--- config.mk ---
export PLATFORM = sky130hd
export DESIGN_NAME = reg_file_2r1w_flat
export DESIGN_NICKNAME = d
export VERILOG_FILES = /design/src/rtl/reg_file_2r1w_if.sv /design/src/rtl/reg_file_2r1w.sv /design/src/flat_wrapper.sv
export SDC_FILE = /design/constraint.sdc
export NUM_CORES = 1
export LEC_CHECK = 0
export CORE_MARGIN = 3
export CORE_UTILIZATION = 45
export DETAILED_ROUTE_END_ITERATION = 7
export GPL_TIMING_DRIVEN = 1
export REMOVE_ABC_BUFFERS = 1
export SYNTH_ARGS = -nofsm -noshare
export SYNTH_HDL_FRONTEND = slang
export SYNTH_SLANG_ARGS = --single-unit
--- constraint.sdc ---
create_clock -name CLK -period 4.1 [get_ports CLK]
set_input_delay 0.82 -clock CLK [delete_from_list [all_inputs] [get_ports CLK]]
set_output_delay 0.82 -clock CLK [all_outputs]
set_load 0.05 [all_outputs]
--- src/rtl/reg_file_2r1w_if.sv ---
// Request/response bundle for reg_file_2r1w: write port, two read ports, sweep-clear control.
interface reg_file_2r1w_if #(
   parameter int WIDTH  = 16,
   parameter int ADDR_W = 3
);
   logic                 WrEn;
   logic [ADDR_W-1:0]    WrAddr;
   logic [WIDTH-1:0]     WrData;
   logic [WIDTH/8-1:0]   WrStrb;
   logic                 RdEnA;
   logic [ADDR_W-1:0]    RdAddrA;
   logic [WIDTH-1:0]     RdDataA;
   logic                 RdValidA;
   logic                 RdEnB;
   logic [ADDR_W-1:0]    RdAddrB;
   logic [WIDTH-1:0]     RdDataB;
   logic                 RdValidB;
   logic                 ClrReq;
   logic                 Busy;

   modport master (
      output WrEn, WrAddr, WrData, WrStrb,
      output RdEnA, RdAddrA, RdEnB, RdAddrB, ClrReq,
      input  RdDataA, RdValidA, RdDataB, RdValidB, Busy
   );

   modport slave (
      input  WrEn, WrAddr, WrData, WrStrb,
      input  RdEnA, RdAddrA, RdEnB, RdAddrB, ClrReq,
      output RdDataA, RdValidA, RdDataB, RdValidB, Busy
   );
endinterface

--- src/rtl/reg_file_2r1w.sv ---
// Register file: one byte-strobed write port, two registered read ports with
// write-first bypass, and a one-entry-per-cycle sweep-clear engine.
module reg_file_2r1w #(
   parameter int WIDTH  = 16,
   parameter int ADDR_W = 3
) (
   input logic             CLK,
   input logic             RST,
   reg_file_2r1w_if.slave  bus
);
   localparam int DEPTH  = 2**ADDR_W;
   localparam int NBYTES = WIDTH/8;

   typedef enum logic {IDLE, CLEAR} state_t;

   state_t              state;
   logic [ADDR_W-1:0]   clrCnt;
   logic [WIDTH-1:0]    mem [DEPTH];
   logic [WIDTH-1:0]    wrOld;
   logic [WIDTH-1:0]    wrMerged;
   logic [WIDTH-1:0]    rdA;
   logic [WIDTH-1:0]    rdB;

   assign wrOld = mem[bus.WrAddr];

   // Merged write word doubles as the bypass value for a same-address read.
   for (genvar g = 0; g < NBYTES; g++) begin : gMerge
      assign wrMerged[8*g +: 8] = bus.WrStrb[g] ? bus.WrData[8*g +: 8] : wrOld[8*g +: 8];
   end

   always_comb begin
      rdA = mem[bus.RdAddrA];
      rdB = mem[bus.RdAddrB];
      if (bus.WrEn && (bus.RdAddrA == bus.WrAddr)) rdA = wrMerged;
      if (bus.WrEn && (bus.RdAddrB == bus.WrAddr)) rdB = wrMerged;
   end

   always_ff @(posedge CLK) begin
      if (RST) begin
         for (int unsigned i = 0; i < DEPTH; i++) mem[ADDR_W'(i)] <= '0;
         state        <= IDLE;
         clrCnt       <= '0;
         bus.Busy     <= 1'b0;
         bus.RdDataA  <= '0;
         bus.RdDataB  <= '0;
         bus.RdValidA <= 1'b0;
         bus.RdValidB <= 1'b0;
      end else begin
         case (state)
            IDLE: begin
               if (bus.WrEn) mem[bus.WrAddr] <= wrMerged;
               bus.RdValidA <= bus.RdEnA;
               bus.RdValidB <= bus.RdEnB;
               if (bus.RdEnA) bus.RdDataA <= rdA;
               if (bus.RdEnB) bus.RdDataB <= rdB;
               if (bus.ClrReq) begin
                  state    <= CLEAR;
                  clrCnt   <= '0;
                  bus.Busy <= 1'b1;
               end
            end
            CLEAR: begin
               mem[clrCnt]  <= '0;
               clrCnt       <= clrCnt + 1'b1;
               bus.RdValidA <= 1'b0;
               bus.RdValidB <= 1'b0;
               if (clrCnt == '1) begin
                  state    <= IDLE;
                  bus.Busy <= 1'b0;
               end
            end
            default: begin
               state    <= IDLE;
               bus.Busy <= 1'b0;
            end
         endcase
      end
   end
endmodule

--- src/flat_wrapper.sv ---
// flat-port wrapper written by rule: the top's interface ports become plain ports
module reg_file_2r1w_flat 
#(
   parameter int WIDTH  = 16,
   parameter int ADDR_W = 3
)
  (CLK, RST, bus_WrEn, bus_WrAddr, bus_WrData, bus_WrStrb, bus_RdEnA, bus_RdAddrA, bus_RdEnB, bus_RdAddrB, bus_ClrReq, bus_RdDataA, bus_RdValidA, bus_RdDataB, bus_RdValidB, bus_Busy);
  reg_file_2r1w_if #(.WIDTH(WIDTH), .ADDR_W(ADDR_W)) bus_i ();
  input logic CLK;
  input logic RST;
  input wire logic [$bits(bus_i.WrEn)-1:0] bus_WrEn;
  input wire logic [$bits(bus_i.WrAddr)-1:0] bus_WrAddr;
  input wire logic [$bits(bus_i.WrData)-1:0] bus_WrData;
  input wire logic [$bits(bus_i.WrStrb)-1:0] bus_WrStrb;
  input wire logic [$bits(bus_i.RdEnA)-1:0] bus_RdEnA;
  input wire logic [$bits(bus_i.RdAddrA)-1:0] bus_RdAddrA;
  input wire logic [$bits(bus_i.RdEnB)-1:0] bus_RdEnB;
  input wire logic [$bits(bus_i.RdAddrB)-1:0] bus_RdAddrB;
  input wire logic [$bits(bus_i.ClrReq)-1:0] bus_ClrReq;
  output wire logic [$bits(bus_i.RdDataA)-1:0] bus_RdDataA;
  output wire logic [$bits(bus_i.RdValidA)-1:0] bus_RdValidA;
  output wire logic [$bits(bus_i.RdDataB)-1:0] bus_RdDataB;
  output wire logic [$bits(bus_i.RdValidB)-1:0] bus_RdValidB;
  output wire logic [$bits(bus_i.Busy)-1:0] bus_Busy;
  assign bus_i.WrEn = bus_WrEn;
  assign bus_i.WrAddr = bus_WrAddr;
  assign bus_i.WrData = bus_WrData;
  assign bus_i.WrStrb = bus_WrStrb;
  assign bus_i.RdEnA = bus_RdEnA;
  assign bus_i.RdAddrA = bus_RdAddrA;
  assign bus_i.RdEnB = bus_RdEnB;
  assign bus_i.RdAddrB = bus_RdAddrB;
  assign bus_i.ClrReq = bus_ClrReq;
  assign bus_RdDataA = bus_i.RdDataA;
  assign bus_RdValidA = bus_i.RdValidA;
  assign bus_RdDataB = bus_i.RdDataB;
  assign bus_RdValidB = bus_i.RdValidB;
  assign bus_Busy = bus_i.Busy;
  reg_file_2r1w #(.WIDTH(WIDTH), .ADDR_W(ADDR_W)) u_core (.CLK(CLK), .RST(RST), .bus(bus_i));
endmodule
# Word-level counts from Yosys, hierarchy flattened
# Memory sizes are Yosys's and may differ from the RTL's. A register that Yosys moved wholly into a read port is not among the register bits.
# Index checks and enable logic that the tools add are counted.
# W data, S select, Z words.
[classes]
muxes = 27
n_eq_ne = 3
addsub = 1
reduce_logical = 5
bitwise_logic = 1
[ops]
columns = ["op", "n"]
rows = [
  ["$mux W16", 2],
  ["$reduce_or A16 Y1", 2],
  ["$mux W8", 2],
  ["$mux W1", 15],
  ["$mux W3", 3],
  ["$pmux W1 S2", 4],
  ["$pmux W3 S2", 1],
  ["$reduce_and A2 Y1", 3],
  ["$ne A2 B2 Y1 const B", 2],
  ["$add A3 B1 Y3 const B", 1],
  ["$eq A3 B3 Y1 const B", 1],
  ["$not A1 Y1", 1],
]
[word_totals]
ff_bits = 7
out_inout_bits = 35
mem_bits_rw = 128
n_memories = 1
inputBits = 33
word_cells = 43
[memory_table]
columns = ["memory", "words", "word_bits", "read_ports", "rd_clocked_by_memory_dff", "write_ports", "line", "source"]
rows = [
  ["u_core.mem", 8, 16, 3, 2, 8, "reg_file_2r1w.sv:18", "logic [WIDTH-1:0] mem [DEPTH];"],
]

# Longest topological paths before layout
[depth]
ltp_word = 7
mapped_depth = 9
mapped_depth_nobuf = 5

# Worst setup path after synthesis
# No wires, ideal clock.
[synth_path]
path_type = "in2reg"
start = "input bus_WrAddr[0]"
end = "memory u_core.mem[4][0] (enable)"
required_time_ns = 3.725
stages = 7
path_slack_ns = 1.409
arrival_time_ns = 2.316
setup_time_ns = 0.375
path_cell_list = "buf_4 buf_6 buf_2 nand2b_1 a21oi_1 nand2_1 nand2b_1"
[synth_lines]
columns = ["item", "line", "source"]
rows = [
  ["from (decl)", "flat_wrapper.sv:12", "input wire logic [$bits(bus_i.WrAddr)-1:0] bus_WrAddr;"],
  ["to (decl)", "reg_file_2r1w.sv:18", ""],
]

==> impl_metrics.yaml <==
run_status:
  outcome: "complete, no violations"
sta:
  whs_ns: 0.4701
  fmax_ghz: 0.3396
  skew_ns: 0.008146
  setup_violations: 0
  min_period_ns: 2.945
  hold_viol_final: 0
  worstMarginPinSlew_ns: 1.199
  slew_violations: 0
  fin_crit_sh_pct: 71.82
  rsz0062_at_grt: "false"
  slew_headroom_pct: 20.08
  finalSetupTns_ns: 0
cells_and_area:
  fin_nets: 887
  drive_above_1_share_pct: 21.27
  antennaDiodeCount: 0
  area_growth_pct: 17.26
  final_util_pct: 54.58
setup_path:
  endpoint_kind: "register"
  slowest_delay_ns: 0.66
  crit_chain: "buf_4 > buf_4 > mux2i_1 > o22ai_1 > or3_1 > o211ai_2 > nor2_1"
  worstSetupStartpointType: "primary input"
  critical_path_class: "in2reg"
  cp_data_arrival_time_ns: 3.11
  critPathRequiredTime_ns: 4.26
  crit_buf_inv: 2
  cp_top_family: "buffers and inverters"
  cp_max_fo: 38
  slowest_stage: "buf_4"
  crit_path_frequent_cell: "buf_4"
logic_synthesis:
  async_reset_ff_share_pct: 0
  yosysWarnings: 0
  synth-edff-count: 128
  synth_ff_type: "edfxtp_1"
  yosysUniqueCellTypes: 43
  yosysTopAreaCell: "edfxtp_1"
  syn_area_per_cell_um2: 12.07
  postSynthCellCount: 793
  ys_seq_area_share_pct: 48.32
  synth_area_mm2: 0.009570
  synth_top_cell_area_share_pct: 40.16
  synth-seq-cells: 167
  ys_top_cells_by_area: "edfxtp_1, mux4_2, mux2i_1, dfxtp_1, nor2_1"
clock_tree:
  cts-root-buf: "clkbuf_16"
  h-tree-depth: 4
  cts_setup_buffers: 0
  holdBufCountCts: 0
  cts_buffers: 17
  clock_latency_ns: 0.43
  clockBufferDepth: 2
  ctsResizeCount: 0
  clock_sinks: 167
  clkTransAtPathRegs_ns: 0.06
  cts_tree: "built"
detailed_routing:
  post_drt_wl_per_cell_um: 27.68
  wl_um: 31410
  drc_errors: 0
  drtAntennaViolNets: 0
  avgViaCountPerCell: 6.528
  dr.pass1.iters: 5
  vias: 7409
  drt_iter0_markers: 958
place:
  gp_congestion: 0.8655
  portBuffers: 67
  place.detailed.hpwl_um: 19530
floorplan:
  core_mm2: 0.02056
  die_w_um: 151.8
  die_y_um: 151.8
  row_count: 52
  dieArea_mm2: 0.02305
  start_util_pct: 46.55
  io_pins: 68
global_routing:
  grt_pass1_vias: 7394
  grtUsageTotal_pct: 27.20
  antenna_found_initial: 0
  overflow: 0
  grt_max_degree: 39
  grt_pass1_wl_um: 47220
min_path:
  hp-class: "reg2reg"
power_and_ir_drop:
  p_total_mw: 4.469
  p_leak_nw: 4.139
  p_per_area_mw_per_mm2: 398.2
  peakVddDrop_mv: 0.3002
flow_run:
  max_cap_violations: 0
power breakdown:
part           switching, mW  leakage, nW  internal, mW
logic                  0.470         2.19         0.312
clock network          0.689        0.297          1.01
registers             0.0688         1.65          1.91
state kept, by name, summed over array words and instances, names as in the netlist:
name	count
u_core.bus.Busy	1
u_core.bus.RdDataA	16
u_core.bus.RdDataB	16
u_core.bus.RdValidA	1
u_core.bus.RdValidB	1
u_core.clrCnt	3
u_core.mem	128
u_core.state	1
path summary, 6_finish.rpt:
| check | cells past startpoint | slack, ns | start | to |
|---|---|---|---|---|
| max | 7 | 1.16 | bus_WrAddr[0] | u_core.mem[4][0] |
| min | 2 | 0.47 | u_core.bus.RdDataA[15] | u_core.bus.RdDataA[15] |
| max reg2reg | 6 | 1.44 | u_core.state | u_core.mem[3][1] |
| min reg2reg | 2 | 0.47 | u_core.bus.RdDataA[15] | u_core.bus.RdDataA[15] |
through the flow:
step	area (um2)	cells	setup WS (ns)
after CTS	11220	1135	1.211
after floorplan	9216	722	1.437
after global placement	10610	1103	0.8478
after detailed placement	10610	1103	0.7665
after global routing	11220	1135	1.114
final	11220	1135	1.155
cells by family (layout without fill, tap and decap cells):
logic type | Yosys count | count (layout) | synth area share, %
flops | 167 | 167 | 48.32
simple gates | 257 | 257 | 12.45
mux | 163 | 163 | 25.60
xor+xnor | 7 | 7 | 0.6406
buf+inv | 75 | 147 | 3.857
fa+ha+maj | 2 | 2 | 0.2614
compound gates | 122 | 122 | 8.877
cell usage in the layout, fill, tap and decap left out, drive strengths merged, types with 2 or more instances in the layout:
master / instances
inv: 5
clkbuf: 18
clkdlybuf4s50: 64
a21oi: 6
nand2b: 20
nor2b: 2
nor3b: 3
o22ai: 16
xor2: 2
xnor2: 5
mux2i: 85
or2: 7
o211ai: 21
a32oi: 14
buf: 47
mux2: 14
o221ai: 3
nand2: 31
nand3: 5
o21ai: 55
nor2: 149
nor3: 18
mux4: 64
and4b: 5
bufinv: 4
dfxtp: 39
nand3b: 2
a22oi: 3
ha: 2
or3: 12
edfxtp: 128
clkinv: 8
worst register-to-register path, cell delays in order (launching register included):
cell and delay [ns]:
dfxtp_1 0.77, nor2b_1 0.48, nand3b_1 0.11, o21ai_0 0.13, nand2_1 0.12, nand2b_1 0.42
buf_4 0.31
area by class of cell:
| type | instances | area (um2) |
|---|---|---|
| Multi-Input combinational cell | 551 | 4584 |
| Sequential cell | 167 | 4624 |
| Clock inverter | 14 | 180.2 |
| Tap cell | 270 | 337.8 |
| Clock buffer | 18 | 429.2 |
| Inverter | 4 | 15.01 |
| Timing Repair Buffer | 111 | 1051 |
| Fill cell | 1769 | 9338 |
metal layers:
| metal | vias up | share of wire, % | track usage (%) |
|---|---|---|---|
| met5 | - | 0 | 0 |
| met4 | 0 | 3.1 | 9.974 |
| met3 | 83 | 9.9 | 4.608 |
| met2 | 483 | 47 | 43.92 |
| met1 | 3703 | 40 | 37.36 |
| li1 | 3140 | - | - |
synth_stat cells, types with 4 or more instances:
master,count
inv_1,4
a21oi_1,6
nor3_1,18
o22ai_1,16
dfxtp_1,39
buf_6,4
xnor2_1,5
o211ai_1,5
buf_2,28
nand2b_1,19
nand2_1,31
a32oi_1,14
clkbuf_1,32
or2_2,6
o21ai_0,52
nand3_2,5
mux2i_1,85
or3_1,12
nor2_1,149
mux4_2,64
mux2_2,14
o211ai_2,16
edfxtp_1,128
and4b_1,5
buf_4,6
Power figures use the tool's default switching activity.
